[src/rtl/level_object_table_pkg.sv]
// Shared types and defaults for the Gold Miner level object table.
package level_object_table_pkg;

  localparam int DEF_MAX_OBJECTS = 20;
  localparam int DEF_GRID_ROWS   = 15;
  localparam int DEF_GRID_COLS   = 20;
  localparam int DEF_TYPE_W      = 3;
  localparam int DEF_IDX_W       = 9;

  // Element kinds; FILLER (0) marks an empty cell and is never stored.
  typedef enum logic [DEF_TYPE_W-1:0] {
    FILLER     = 3'd0,
    GOLD_SMALL = 3'd1,
    GOLD_BIG   = 3'd2,
    DIAMOND    = 3'd3,
    ROCK_SMALL = 3'd4,
    ROCK_BIG   = 3'd5,
    BAG        = 3'd6,
    TNT        = 3'd7
  } LEVEL_ELEMENTS;

  typedef struct packed {
    LEVEL_ELEMENTS          kind;
    logic [DEF_IDX_W-1:0]   index;
  } GRABBABLE_OBJECT_METADATA;

  typedef enum logic [1:0] {
    OP_INSERT = 2'd0,
    OP_QUERY  = 2'd1,
    OP_GRAB   = 2'd2,
    OP_CLEAR  = 2'd3
  } TABLE_OP;

  // Gold and diamonds (types 1..3) are the objects that score points.
  function automatic logic is_valuable(input logic [31:0] kind);
    return (kind >= 32'd1) && (kind <= 32'd3);
  endfunction

endpackage

[src/rtl/level_object_free_slot_finder.sv]
// Combinational priority encoder: lowest-numbered free table slot.
module level_object_free_slot_finder
  import level_object_table_pkg::*;
#(
  parameter int MAX_OBJECTS = DEF_MAX_OBJECTS,
  parameter int SLOT_W      = $clog2(MAX_OBJECTS)
) (
  input  logic [MAX_OBJECTS-1:0] slot_valid,
  output logic [SLOT_W-1:0]      free_slot,
  output logic                   none_free
);

  // Walk from the top slot down so the lowest free slot is the last one written.
  always_comb begin
    free_slot = '0;
    none_free = 1'b1;
    for (int i = MAX_OBJECTS - 1; i >= 0; i--) begin
      if (!slot_valid[i]) begin
        free_slot = SLOT_W'(i);
        none_free = 1'b0;
      end
    end
  end

endmodule

[src/rtl/level_object_table.sv]
// Registry of grabbable level objects with insert / query / grab / clear.
// Optional macro LEVEL_OBJECT_TABLE_TYPE_COUNT_EN adds the valuables_left counter.
module level_object_table
  import level_object_table_pkg::*;
#(
  parameter int MAX_OBJECTS = DEF_MAX_OBJECTS,
  parameter int GRID_ROWS   = DEF_GRID_ROWS,
  parameter int GRID_COLS   = DEF_GRID_COLS,
  parameter int TYPE_W      = DEF_TYPE_W,
  parameter int IDX_W       = DEF_IDX_W,
  parameter int SLOT_W      = $clog2(MAX_OBJECTS)
) (
  input  logic              clk,
  input  logic              resetN,
  input  logic              cmd_valid,
  output logic              cmd_ready,
  input  logic [1:0]        cmd_op,
  input  logic [TYPE_W-1:0] cmd_type,
  input  logic [IDX_W-1:0]  cmd_index,
  output logic              rsp_valid,
  output logic              rsp_hit,
  output logic              rsp_err,
  output logic [SLOT_W-1:0] rsp_slot,
  output logic [TYPE_W-1:0] rsp_type,
  output logic [SLOT_W:0]   obj_count,
  output logic              full,
  output logic              empty
`ifdef LEVEL_OBJECT_TABLE_TYPE_COUNT_EN
  ,
  output logic [SLOT_W:0]   valuables_left
`endif
);

  localparam logic [IDX_W:0]    NUM_CELLS = (IDX_W+1)'(GRID_ROWS * GRID_COLS);
  localparam logic [SLOT_W-1:0] LAST_SLOT = SLOT_W'(MAX_OBJECTS - 1);
  localparam logic [SLOT_W:0]   COUNT_MAX = (SLOT_W+1)'(MAX_OBJECTS);

  typedef enum logic [1:0] {ST_IDLE, ST_SCAN, ST_RESP} state_e;

  state_e state, state_next;

  logic [MAX_OBJECTS-1:0] slot_valid;
  logic [TYPE_W-1:0]      slot_type  [MAX_OBJECTS];
  logic [IDX_W-1:0]       slot_index [MAX_OBJECTS];

  TABLE_OP           op_q;
  logic [IDX_W-1:0]  index_q;
  logic [SLOT_W-1:0] scan_slot;
  logic [SLOT_W-1:0] free_slot;
  logic              none_free;

  TABLE_OP           cur_op;
  logic              accept, index_bad, insert_ok, insert_err, clear_all;
  logic              scan_match, grab_remove;
  logic              nxt_hit, nxt_err;
  logic [SLOT_W-1:0] nxt_slot;
  logic [TYPE_W-1:0] nxt_type;
  logic [SLOT_W:0]   count_next;
`ifdef LEVEL_OBJECT_TABLE_TYPE_COUNT_EN
  logic [SLOT_W:0]   valuables_next;
`endif

  level_object_free_slot_finder #(
    .MAX_OBJECTS (MAX_OBJECTS),
    .SLOT_W      (SLOT_W)
  ) u_free_slot (
    .slot_valid (slot_valid),
    .free_slot  (free_slot),
    .none_free  (none_free)
  );

  // Next-state, table-update strobes and the response that will be shown in RESP.
  always_comb begin
    state_next  = state;
    cmd_ready   = (state == ST_IDLE);
    cur_op      = TABLE_OP'(cmd_op);
    accept      = cmd_valid && (state == ST_IDLE);
    index_bad   = ({1'b0, cmd_index} >= NUM_CELLS);
    insert_err  = accept && (cur_op == OP_INSERT) && ((cmd_type == '0) || index_bad);
    insert_ok   = accept && (cur_op == OP_INSERT) && !insert_err && !none_free;
    clear_all   = accept && (cur_op == OP_CLEAR);
    scan_match  = (state == ST_SCAN) && slot_valid[scan_slot] && (slot_index[scan_slot] == index_q);
    grab_remove = (state == ST_RESP) && rsp_hit && (op_q == OP_GRAB);
    nxt_hit     = 1'b0;
    nxt_err     = 1'b0;
    nxt_slot    = '0;
    nxt_type    = '0;
    case (state)
      ST_IDLE: begin
        if (accept) begin
          if (cur_op == OP_INSERT) begin
            state_next = ST_RESP;
            nxt_hit    = insert_ok;
            nxt_err    = insert_err;
            if (insert_ok) begin
              nxt_slot = free_slot;
              nxt_type = cmd_type;
            end
          end else if (cur_op == OP_CLEAR) begin
            state_next = ST_RESP;
          end else if (index_bad) begin
            state_next = ST_RESP;
            nxt_err    = 1'b1;
          end else begin
            state_next = ST_SCAN;
          end
        end
      end
      ST_SCAN: begin
        if (scan_match) begin
          state_next = ST_RESP;
          nxt_hit    = 1'b1;
          nxt_slot   = scan_slot;
          nxt_type   = slot_type[scan_slot];
        end else if (scan_slot == LAST_SLOT) begin
          state_next = ST_RESP;
        end
      end
      default: state_next = ST_IDLE;
    endcase

    count_next = obj_count;
    if (clear_all)        count_next = '0;
    else if (insert_ok)   count_next = obj_count + 1'b1;
    else if (grab_remove) count_next = obj_count - 1'b1;

`ifdef LEVEL_OBJECT_TABLE_TYPE_COUNT_EN
    valuables_next = valuables_left;
    if (clear_all)
      valuables_next = '0;
    else if (insert_ok && is_valuable(32'(cmd_type)))
      valuables_next = valuables_left + 1'b1;
    else if (grab_remove && is_valuable(32'(rsp_type)))
      valuables_next = valuables_left - 1'b1;
`endif
  end

  // FSM state register.
  always_ff @(posedge clk or negedge resetN) begin
    if (!resetN) state <= ST_IDLE;
    else         state <= state_next;
  end

  // Command capture, scan pointer, valid bits, counters and response registers.
  always_ff @(posedge clk or negedge resetN) begin
    if (!resetN) begin
      op_q       <= OP_INSERT;
      index_q    <= '0;
      scan_slot  <= '0;
      slot_valid <= '0;
      obj_count  <= '0;
      full       <= 1'b0;
      empty      <= 1'b1;
      rsp_valid  <= 1'b0;
      rsp_hit    <= 1'b0;
      rsp_err    <= 1'b0;
      rsp_slot   <= '0;
      rsp_type   <= '0;
    end else begin
      if (accept) begin
        op_q      <= cur_op;
        index_q   <= cmd_index;
        scan_slot <= '0;
      end else if (state == ST_SCAN) begin
        scan_slot <= scan_slot + 1'b1;
      end
      if (clear_all) begin
        slot_valid <= '0;
      end else begin
        if (insert_ok)   slot_valid[free_slot] <= 1'b1;
        if (grab_remove) slot_valid[rsp_slot]  <= 1'b0;
      end
      obj_count <= count_next;
      full      <= (count_next == COUNT_MAX);
      empty     <= (count_next == '0);
      rsp_valid <= (state_next == ST_RESP);
      rsp_hit   <= (state_next == ST_RESP) && nxt_hit;
      rsp_err   <= (state_next == ST_RESP) && nxt_err;
      rsp_slot  <= (state_next == ST_RESP) ? nxt_slot : '0;
      rsp_type  <= (state_next == ST_RESP) ? nxt_type : '0;
    end
  end

  // Slot payload; contents of invalid slots are never looked at, so no reset.
  always_ff @(posedge clk) begin
    if (insert_ok) begin
      slot_type[free_slot]  <= cmd_type;
      slot_index[free_slot] <= cmd_index;
    end
  end

`ifdef LEVEL_OBJECT_TABLE_TYPE_COUNT_EN
  // Count of stored gold and diamonds, tracking obj_count timing.
  always_ff @(posedge clk or negedge resetN) begin
    if (!resetN) valuables_left <= '0;
    else         valuables_left <= valuables_next;
  end
`endif

endmodule

[config.mk]
export PLATFORM = sky130hd
export DESIGN_NAME = level_object_table
export DESIGN_NICKNAME = d
export VERILOG_FILES = /design/src/rtl/level_object_table_pkg.sv /design/src/rtl/level_object_free_slot_finder.sv /design/src/rtl/level_object_table.sv
export SDC_FILE = /design/constraint.sdc
export NUM_CORES = 1
export LEC_CHECK = 0
export CAP_MARGIN = 20
export CORE_UTILIZATION = 42
export DETAILED_ROUTE_END_ITERATION = 7
export PLACE_DENSITY = 0.59
export SLEW_MARGIN = 20
export SYNTH_ARGS = -nofsm -noshare
export SYNTH_HDL_FRONTEND = slang
export SYNTH_SLANG_ARGS = --single-unit
[constraint.sdc]
create_clock -name clk -period 4.2 [get_ports clk]
set_input_delay 0.42 -clock clk [delete_from_list [all_inputs] [get_ports clk]]
set_output_delay 0.42 -clock clk [all_outputs]
set_load 0.01 [all_outputs]
==> flow_summary.toml <==
[layout]
register_area_um2 = 8640
synthToLayoutAreaGrowth_pct = 16.12
layout.cells.non_filler = 1243
fin_nets = 857
drive_gt1_share_pct = 17.58
fillers = 2356
diodes = 0
multi_input_area_um2 = 3452

[cts]
cts.sink_count = 297
clock_latency_ns = 0.56
clk_pin_slew_ns = 0.06
clockRootBuffer = "clkbuf_16"
post_cts_buffers = 0
htreeDepth = 1
cts_tree = "done"
cts_buffers = 30
cts_buffer_depth = 3

[die]
start_util_pct = 42.76
die_w_um = 173.0
chipHeight_um = 173.0
die-area_um2 = 29910
io_pins = 37
fp.coreArea_um2 = 28700
rows = 62

[setup_path]
worstPathRequired_ns = 4.65
critPathMaxStageDelay_ns = 0.60
worst-r2r-setup-slack_ns = 0.68
worst-path-stages = 9
crit_buf_inv = 1
critPathLaunch = "scan_slot[1]"
crit_fanout = 56
crit_type = "reg -> reg"
worst_path_max_delay_cell = "dfrtp_4"
critPathLaunchType = "flip-flop"
arrival_ns = 3.96
end_kind = "flip-flop"
path_cells = "buf_12, mux4_2, nor3_1, a2111oi_0, a21oi_1, xnor2_1, or4_1, or3_4, a31o_1"
cp-endpoint = "state[0]"
critPathTopFamily = "simple AND/OR/NAND/NOR gates"
timing.rr.end = "state[0]"
r2r_start = "scan_slot[1]"
rr_worst_depth = 9

[drt]
drt-total-wl_um = 30400
wl_met2_um = 14280
drcViolationCount = 0
drtIter0Drc = 679
dr.max_layer_used = "met4"
vias = 7322
ant_nets = 0
dr.pass1.iters = 5
vias_per_cell = 5.891
wl_per_cell_um = 24.45
wl_met3_um = 2004
wl_met1_um = 13260

[logic_synthesis]
synthXorXnorAreaFrac_pct = 1.142
synthMuxAreaShare_pct = 12.83
async_reset_ff_share_pct = 19.19
synth_cell_type_count = 64
syn_area_per_cell_um2 = 16.09
synth_compound_area_share_pct = 6.126
synth_area_leaders = "edfxtp_1, dfrtp_1, mux4_2"
ys_ff_latch = 297
synth.most_common_cell = "edfxtp_1"
synth_top_family_by_area = "multiplexers"
synth.top_cell.area_share_pct = 58.72
synth_fa_ha_area_share_pct = 0.3058
synth_fp_nets = 783
netlist_area_um2 = 12270
synth-simple-area-share_pct = 7.431
synth_top_cells_by_count = "edfxtp_1, nand2_1, dfrtp_1"
ys_seq_area_share_pct = 70.35
yosys_warnings = 0
synthFlopType = "edfxtp_1"
synth_edf_count = 240
synth_cells = 763
yosysTopAreaCell = "edfxtp_1"

[global_route]
grt_pass1_wl_um = 45860
grt_pass1_vias = 7232
grt_overflow = 0
grt.total_usage_pct = 20.52
antenna_found_initial = 0
grt_max_degree = 57

[pwr]
ir_drop_mv = 0.3104
power_density_nw_per_um2 = 512.6
p_sw_mw = 1.976
p_clk_share_pct = 33.1
combPwrFrac_pct = 19.6
swShare_pct = 27.05
p_int_mw = 5.329
seq_power_share_pct = 47.4
cellLeakagePower_nw = 4.816

[sta]
hold_ws_ns = 0.3933
layout_min_cycle_time_ns = 3.516
fmax_mhz = 284.4
finClkSkew_ns = 0.02590
rsz0062_at_grt = "false"
worst_pin_slew_ns = 0.9458
period_share_pct = 83.72
slew_viol_final = 0
setup_violations = 0
setup_tns_ns = 0
hold_violations = 0
slew_headroom_pct = 36.81

[placement]
dp_cells = 1188
dp_hpwl_um = 19890
portBuffers = 36
globalplace.congestion = 0.9702

[hold_path]
hp-class = "in -> async"

[flow_run]
max_cap_viol_count = 0

[run_status]
status = "finished, final reports clean"
-- power by group through the flow --
| stage | sequential [mW] | clock (mW) | combinational (mW) |
|---|---|---|---|
| floorplan | 3.44 | 0 | 1.03 |
| global placement | 3.51 | 0 | 1.41 |
| detailed placement | 3.51 | 0 | 1.43 |
| CTS | 3.46 | 2.48 | 1.44 |
| global route | 3.48 | 2.58 | 1.55 |
| finish | 3.46 | 2.42 | 1.43 |
-- sequential cells by signal (all words and copies together) (netlist names) --
name,count
slot_valid,20
state,2
slot_index,180
rsp_valid,1
slot_type,60
full,1
empty,1
rsp_hit,1
rsp_err,1
index_q,9
scan_slot,5
rsp_slot,5
obj_count,6
rsp_type,3
op_q,2
-- logic make-up (layout without fill, tap and decap cells) --
group / Yosys count / count (layout)
AO/OA/AOI/OAI: 106 / 106
XOR/XNOR: 16 / 16
adder cells (fa/ha/maj): 3 / 3
buffers and inverters: 52 / 148
flip-flops: 297 / 297
multiplexers: 94 / 94
AND/OR/NAND/NOR: 195 / 195
-- placed cells by master (no fill, tap or decap), types with 14 or more instances in the layout --
cell type        count
a21oi_1             16
buf_4               37
clkbuf_16           31
clkdlybuf4s50_1     35
dfrtp_1             54
edfxtp_1           240
inv_1               14
mux2i_1             40
mux4_2              49
nand2_1             67
nand3_1             20
nor2_1              48
-- layout make-up --
cell class | instances | share of cell area, %
clock buffers | 42 | 5.803
clock inverters | 12 | 0.3775
inverters | 15 | 0.3950
multi-input cells | 414 | 24.22
flip-flops and latches | 297 | 60.62
well taps | 384 | 3.371
repair buffers | 79 | 5.215
-- routing by layer --
metal / up-vias / global-route usage [%]
met5: - / 0
met4: 0 / 6.711
met3: 63 / 3.056
met2: 314 / 32.24
met1: 3802 / 29.51
li1: 3143 / -
-- through the flow --
| stage | total power, mW | utilization (%) | area, µm² | setup WS (ns) |
|---|---|---|---|---|
| 3_5_place_dp | 4.942 | 46.55 | 13360 | 0.6982 |
| 3_3_place_gp | 4.920 | 46.55 | 13360 | 0.6861 |
| 5_1_grt | 7.607 | 49.66 | 14250 | 0.4611 |
| 6_report | 7.305 | 49.66 | 14250 | 0.6836 |
| 2_1_floorplan | 4.472 | - | 12270 | 0.9605 |
| 4_1_cts | 7.369 | 49.66 | 14250 | 0.6722 |
-- how the worst min path moves through the flow --
| stage | end | slack [ns] | start | depth (start not counted) |
|---|---|---|---|---|
| floorplan | full | 0.12 | resetN | 0 |
| global placement | obj_count[5] | 0.43 | resetN | 1 |
| detailed placement | obj_count[5] | 0.44 | resetN | 1 |
| CTS | op_q[0] | 0.40 | resetN | 2 |
| global route | op_q[0] | 0.44 | resetN | 2 |
| finish | op_q[0] | 0.39 | resetN | 2 |
-- what timing repair did --
action                    CTS  global route
hold endpoints to repair   21             0
gates resized for setup     0             0
hold buffers                1             0
No activity file was read; power rests on OpenSTA's default activity.
==> variant 1, RTL diff (config.mk and constraints unchanged) <==
Encoding of `state_e`: now one-hot (3 bits for 3 states).
--- a/src/rtl/level_object_table.sv
+++ b/src/rtl/level_object_table.sv
@@ -35,7 +35,7 @@
   localparam logic [SLOT_W-1:0] LAST_SLOT = SLOT_W'(MAX_OBJECTS - 1);
   localparam logic [SLOT_W:0]   COUNT_MAX = (SLOT_W+1)'(MAX_OBJECTS);
 
-  typedef enum logic [1:0] {ST_IDLE, ST_SCAN, ST_RESP} state_e;
+  typedef enum logic [2:0] {ST_IDLE = 3'b001, ST_SCAN = 3'b010, ST_RESP = 3'b100} state_e;
 
   state_e state, state_next;
 
Formal check against the unedited RTL: same outputs for any inputs over 4 cycles, from zero or initial values and one cycle with resetN low; so few cycles prove little.
==> variant 1 against the original RTL <==
  * Final cell count is 0.56% lower
  * Clock skew down 0.015 ns
  * Cell area grew 0.78%
  * Wire length is 0.12% lower
  * Sequential cell count up 1
  * Area after synthesis rose by 0.52%
  * Worst setup slack worse by 0.12 ns
  * Critical endpoint is now rsp_type[2]$_DFF_PN0_
  * Highest routed layer unchanged
Power is not compared: it rests on default switching activity, and its combinational part moved more than twofold at a synthesized area within 25%.
==> variant 1: results (changes against the original RTL) <==
* Status: finished clean
* Top delay family on crit path: flip-flops
* HPWL Detailed at 20,800 um (+4.6%)
* First-pass GRT wire length at 46,300 um (+0.92%)
* Met3 wire length at 1670 um (-17%)
* M1 wire length at 12,600 um (-4.8%)
* R2R cell count at 10 (+1)
* Cells after Synth at 739 (-3.1%)
* Fin cells at 1,236 (-0.56%)
* Clock Pin Slew Worst Setup and Hold Paths at 0.07 ns
* CP arrival at 4.08 ns (+0.12 ns)
* Met2 WL at 15,100 um (+5.7%)
* Critical path peak fanout at 46 (-18%)
* Largest net degree at the start of global routing at 47 (-18%)
* EDFF count, synth at 240 (unchanged)
* Most frequent cells after synthesis: 240 x edfxtp_1, 56 x dfrtp_1, 52 x nor2_1
* Asr flop ratio synth at 0.195 (+0.00271)
* Vias/cell at 5.73 (-2.8%)
* Vias in the first global route at 7,322 (+1.2%)
* Worst reg2reg setup slack at 0.56 ns (-0.12 ns)
* Layout Nets at 848 (-1.1%)
* Mapped Nets at 759 (-3.1%)
* Worst hold margin at 0.329 ns (-0.0641 ns)
* PortBufs at 36 (unchanged)
* Wirelength per Cell at 24.6 um (+0.44%)
* DR iter-0 viols at 589 (-13%)
* Synth Area in XOR/XNOR at 0.0128 (+0.00136)
* Slew margin rel. at 0.370 (+0.00156)
* CTS Buf Count at 31 (+3.3%)
* Adder-Cell Fraction of Synth Area at 0.00304 (-0.0000158)
* Top Usage Layer GRT: met2
* Max stage delay on crit path at 0.95 ns (+0.35 ns)
* Met1 Use GR at 0.278 (-0.0169)
* Mux cell area share after synthesis at 0.133 (+0.00512)
* Initial antenna violation count at 0 (unchanged)
* LEAKAGE at 4.78 nW
* Compound-Gate Fraction of Synth Area at 0.0607 (-0.000520)
* Crit path to: rsp_type[2]$_DFF_PN0_
* Reg power frac at 0.512
* Clock Skew at 0.0105 ns (-0.0154 ns)
* Pre-antenna DRT Iters at 5 (unchanged)
* Highest metal layer with signal wires: met4
* Layout cells sized above 1 at 0.217 (+0.0414)
* Seq/Total Area, Yosys at 0.702 (-0.00151)
* Power Total at 6.67 mW
* Switching part of the total power at 0.236
* Clock power share at 0.385
* Post-synth cell types at 62 (-3.1%)
* Fillers at 2,425 (+2.9%)
* GR Util met2 at 0.350 (+0.0280)
* Total track usage at 0.207 (+0.00218)
* Met3 GRT Util at 0.0279 (-0.00271)
* Synth top area cells: edfxtp_1 58%, dfrtp_1 11%, mux4_2 9.1%, mux2i_1 3.5%, nor2_1 1.6%
* Gp weighted congestion at 0.892 (-8.1%)
-- variant 1: cell families (layout without fill, tap and decap cells) --
family,after synthesis,in the layout
AO/OA/AOI/OAI,100,100
XOR/XNOR,18,18
adder cells (fa/ha/maj),3,3
buffers and inverters,47,160
flip-flops,298,298
multiplexers,101,101
AND/OR/NAND/NOR,172,172
-- variant 1: repair_timing --
action / 4_1_cts / 5_1_grt
buffers inserted: 0 / 0
hold buffers: 1 / 0
endpoints found under the hold margin: 14 / 0
setup endpoints to repair: 0 / 0
gates resized for setup: 0 / 0
-- variant 1: layout make-up --
class,count,area [um2],area share
multi-input cells,394,3450,0.241
well taps,384,480,0.0334
clock buffers,34,787,0.0548
repair buffers,88,748,0.0521
flip-flops and latches,298,8670,0.603
clock inverters,23,171,0.0119
inverters,15,56.3,0.00392
-- variant 1: stage by stage --
step	area [um2]	worst slack, ns
6_report	14400	0.561
2_1_floorplan	12300	1.42
3_5_place_dp	13400	0.508
4_1_cts	14400	0.515
3_3_place_gp	13400	0.594
5_1_grt	14400	0.323
==> variant 2, RTL diff (same settings) <==
Without the edit above. Build with the macro `LEVEL_OBJECT_TABLE_TYPE_COUNT_EN` defined.
--- a/src/rtl/level_object_table.sv
+++ b/src/rtl/level_object_table.sv
@@ -1,5 +1,7 @@
 // Registry of grabbable level objects with insert / query / grab / clear.
 // Optional macro LEVEL_OBJECT_TABLE_TYPE_COUNT_EN adds the valuables_left counter.
+`define LEVEL_OBJECT_TABLE_TYPE_COUNT_EN
+
 module level_object_table
   import level_object_table_pkg::*;
 #(
Function (old outputs only; new: valuables_left): no difference found for any inputs over 4 cycles, from zero or initial values and one cycle with resetN low; that may be too few to reach the edited logic, so the function may still have changed.
==> variant 2 against the original RTL <==
  * Worst setup slack lost 0.11 ns
  * Wire length grew 3.2%
  * Cell area grew 5.9%
  * Sequential share of layout area shrank 2.4 points
  * Count of clock-buffer cells in the layout shrank 9
  * Sequential cell count grew 6
  * Area after synthesis grew 3.9%
  * Power grew 12%
  * Critical endpoint is now rsp_slot[4]$_DFF_PN0_
  * Largest cell class unchanged
  * Largest power group unchanged
  * Highest routed layer unchanged
==> variant 2: results (changes against the original RTL) <==
* Critical path peak fanout at 17 (-70%)
* Max stage delay on crit path at 0.62 ns (+0.02 ns)
* Critical path launch point type: flop
* Top delay family on crit path: simple AND/OR/NAND/NOR gates
* Post-synth cell types at 67 (+4.7%)
* Total number of vias at 7,465 (+2.0%)
* Max VDD drop at 0.294 mV (-5.1%)
* Pre-antenna DRT Iters at 5 (unchanged)
* CTS Buf Count at 31 (+3.3%)
* Largest net degree at the start of global routing at 35 (-39%)
* Worst slack at placement at 0.303 ns (-0.395 ns)
* Warnings, synthesis at 0 (unchanged)
* H-tree Lvls at 1 (unchanged)
* EDFF count, synth at 240 (unchanged)
* Clock Skew at 0.0177 ns (-0.00819 ns)
* Clock Pin Slew Worst Setup and Hold Paths at 0.06 ns (about the same)
* PortBufs at 42 (+17%)
* DP Area at 14,000 um2 (+4.5%)
* Clock Tree Buf Depth at 3 (unchanged)
* First-pass GRT wire length at 47,500 um (+3.6%)
* Min-delay worst type: reg -> reg
* Gp weighted congestion at 0.842 (-13%)
* Number of diodes at 0 (unchanged)
* CP arrival at 4.09 ns (+0.13 ns)
* Seq/Total Area, Yosys at 0.689 (-0.0144)
* Final worst slack at 0.569 ns (-0.114 ns)
* Clk Latency, worst-skew pair at 0.56 ns (about the same)
* HPWL Detailed at 19,900 um (-0.16%)
* Synth top area cells: edfxtp_1 57%, dfrtp_1 12%, mux4_2 9.4%, mux2i_1 2.8%, nand2_1 1.9%
* Most frequent cells after synthesis: 240 x edfxtp_1, 65 x nand2_1, 62 x dfrtp_1
* Wirelength per Cell at 23.9 um (-2.2%)
* Slowest-stage cell, CP: dfrtp_4
* Root buf cell: clkbuf_16
* Layout Nets at 921 (+7.5%)
* Status: finished clean
* Reg2Reg Launch Point: scan_slot[1]$_DFFE_PN0P_
* DR iter-0 viols at 762 (+12%)
* LEAKAGE at 5.21 nW (+8.2%)
* Crit path to: rsp_slot[4]$_DFF_PN0_
* Initial antenna violation count at 1 (+1)
* Mapped Nets at 828 (+5.7%)
* Asr flop ratio synth at 0.208 (+0.0160)
* Most used DFF post-synth: edfxtp_1
* Vias in the first global route at 7,594 (+5.0%)
* Largest regs: slot_index: 180 flops, slot_type: 60 flops, slot_valid: 20 flops
* Fillers at 2,472 (+4.9%)
* Final setup TNS at 0 ns (unchanged)
* Layout cells sized above 1 at 0.218 (+0.0425)
* Actual slew at the worst max-slew pin at 0.860 ns (-0.0859 ns)
* Reg with most FFs: slot_index
* Total track usage at 0.208 (+0.00328)
* R2R cell count at 10 (+1)
## variant 2: cell count changes after synthesis, sizes merged, moves of 4 or more
cell / change
nand4: +4
o221a: +6
nand3: -5
nor2: +8
mux2i: -4
ha: +4
dfrtp: +6
nor3: -5
## variant 2: timing repair
action / 4_1_cts / 5_1_grt
resized for setup: 0 / 0
setup buffers: 0 / 0
hold buffers: 1 / 0
endpoints found under the hold margin: 32 / 0
## variant 2: power breakdown
group / switching, mW / internal [mW] / total [mW] / leakage, nW
clock: 1.16 / 1.84 / 3.00 / 0.545
combinational: 0.809 / 0.776 / 1.58 / 1.68
sequential: 0.209 / 3.39 / 3.60 / 2.98
## variant 2: per-stage QoR
step / util / hold WS [ns] / std cells
final: 0.508 / 0.480 / 1311
after global routing: 0.508 / 0.500 / 1311
after CTS: 0.508 / 0.477 / 1311
after detailed placement: 0.470 / 0.463 / 1252
after global placement: 0.470 / 0.456 / 1252
after floorplan: - / 0.124 / 803
## variant 2: how the worst min path moves through the flow
| stage | depth (start not counted) | from | slack (ns) | to |
|---|---|---|---|---|
| floorplan | 0 | resetN | 0.12 | full$_DFF_PN0_ |
| global placement | 2 | op_q[1]$_DFFE_PN0P_ | 0.46 | op_q[1]$_DFFE_PN0P_ |
| detailed placement | 2 | op_q[1]$_DFFE_PN0P_ | 0.46 | op_q[1]$_DFFE_PN0P_ |
| CTS | 2 | op_q[1]$_DFFE_PN0P_ | 0.48 | op_q[1]$_DFFE_PN0P_ |
| global route | 2 | op_q[1]$_DFFE_PN0P_ | 0.50 | op_q[1]$_DFFE_PN0P_ |
| finish | 2 | op_q[1]$_DFFE_PN0P_ | 0.48 | op_q[1]$_DFFE_PN0P_ |
## variant 2: tightest hold or removal path, stage by stage, from the launching register on
cell	delay (ns)
dfrtp_1	0.35
nand2_1	0.05
nand2_1	0.05
## variant 2: cell families after synthesis
kind of cell               count (synthesis)  share of synthesized area
adders and majority gates                  8                    0.00844
and+or+nand+nor                          207                     0.0774
DFF                                      303                      0.689
AOI/OAI and AO/OA                        115                     0.0677
muxes                                     92                      0.125
buffers and inverters                     58                     0.0190
xor gates and xnor gates                  20                     0.0137
## variant 2: cell type report
cell class,instances,share of cell area
sequential,303,0.582
inverter,15,0.00373
tap,390,0.0323
timing repair buffer,103,0.0588
clock buffer,33,0.0519
clock inverter,25,0.0225
multi-input combinational,442,0.248
## variant 2: routing by layer
metal | GRT usage | wire (um)
met3 | 0.0273 | 1750
met2 | 0.336 | 14900
met1 | 0.302 | 14200
met5 | 0 | 0
met4 | 0.0467 | 571
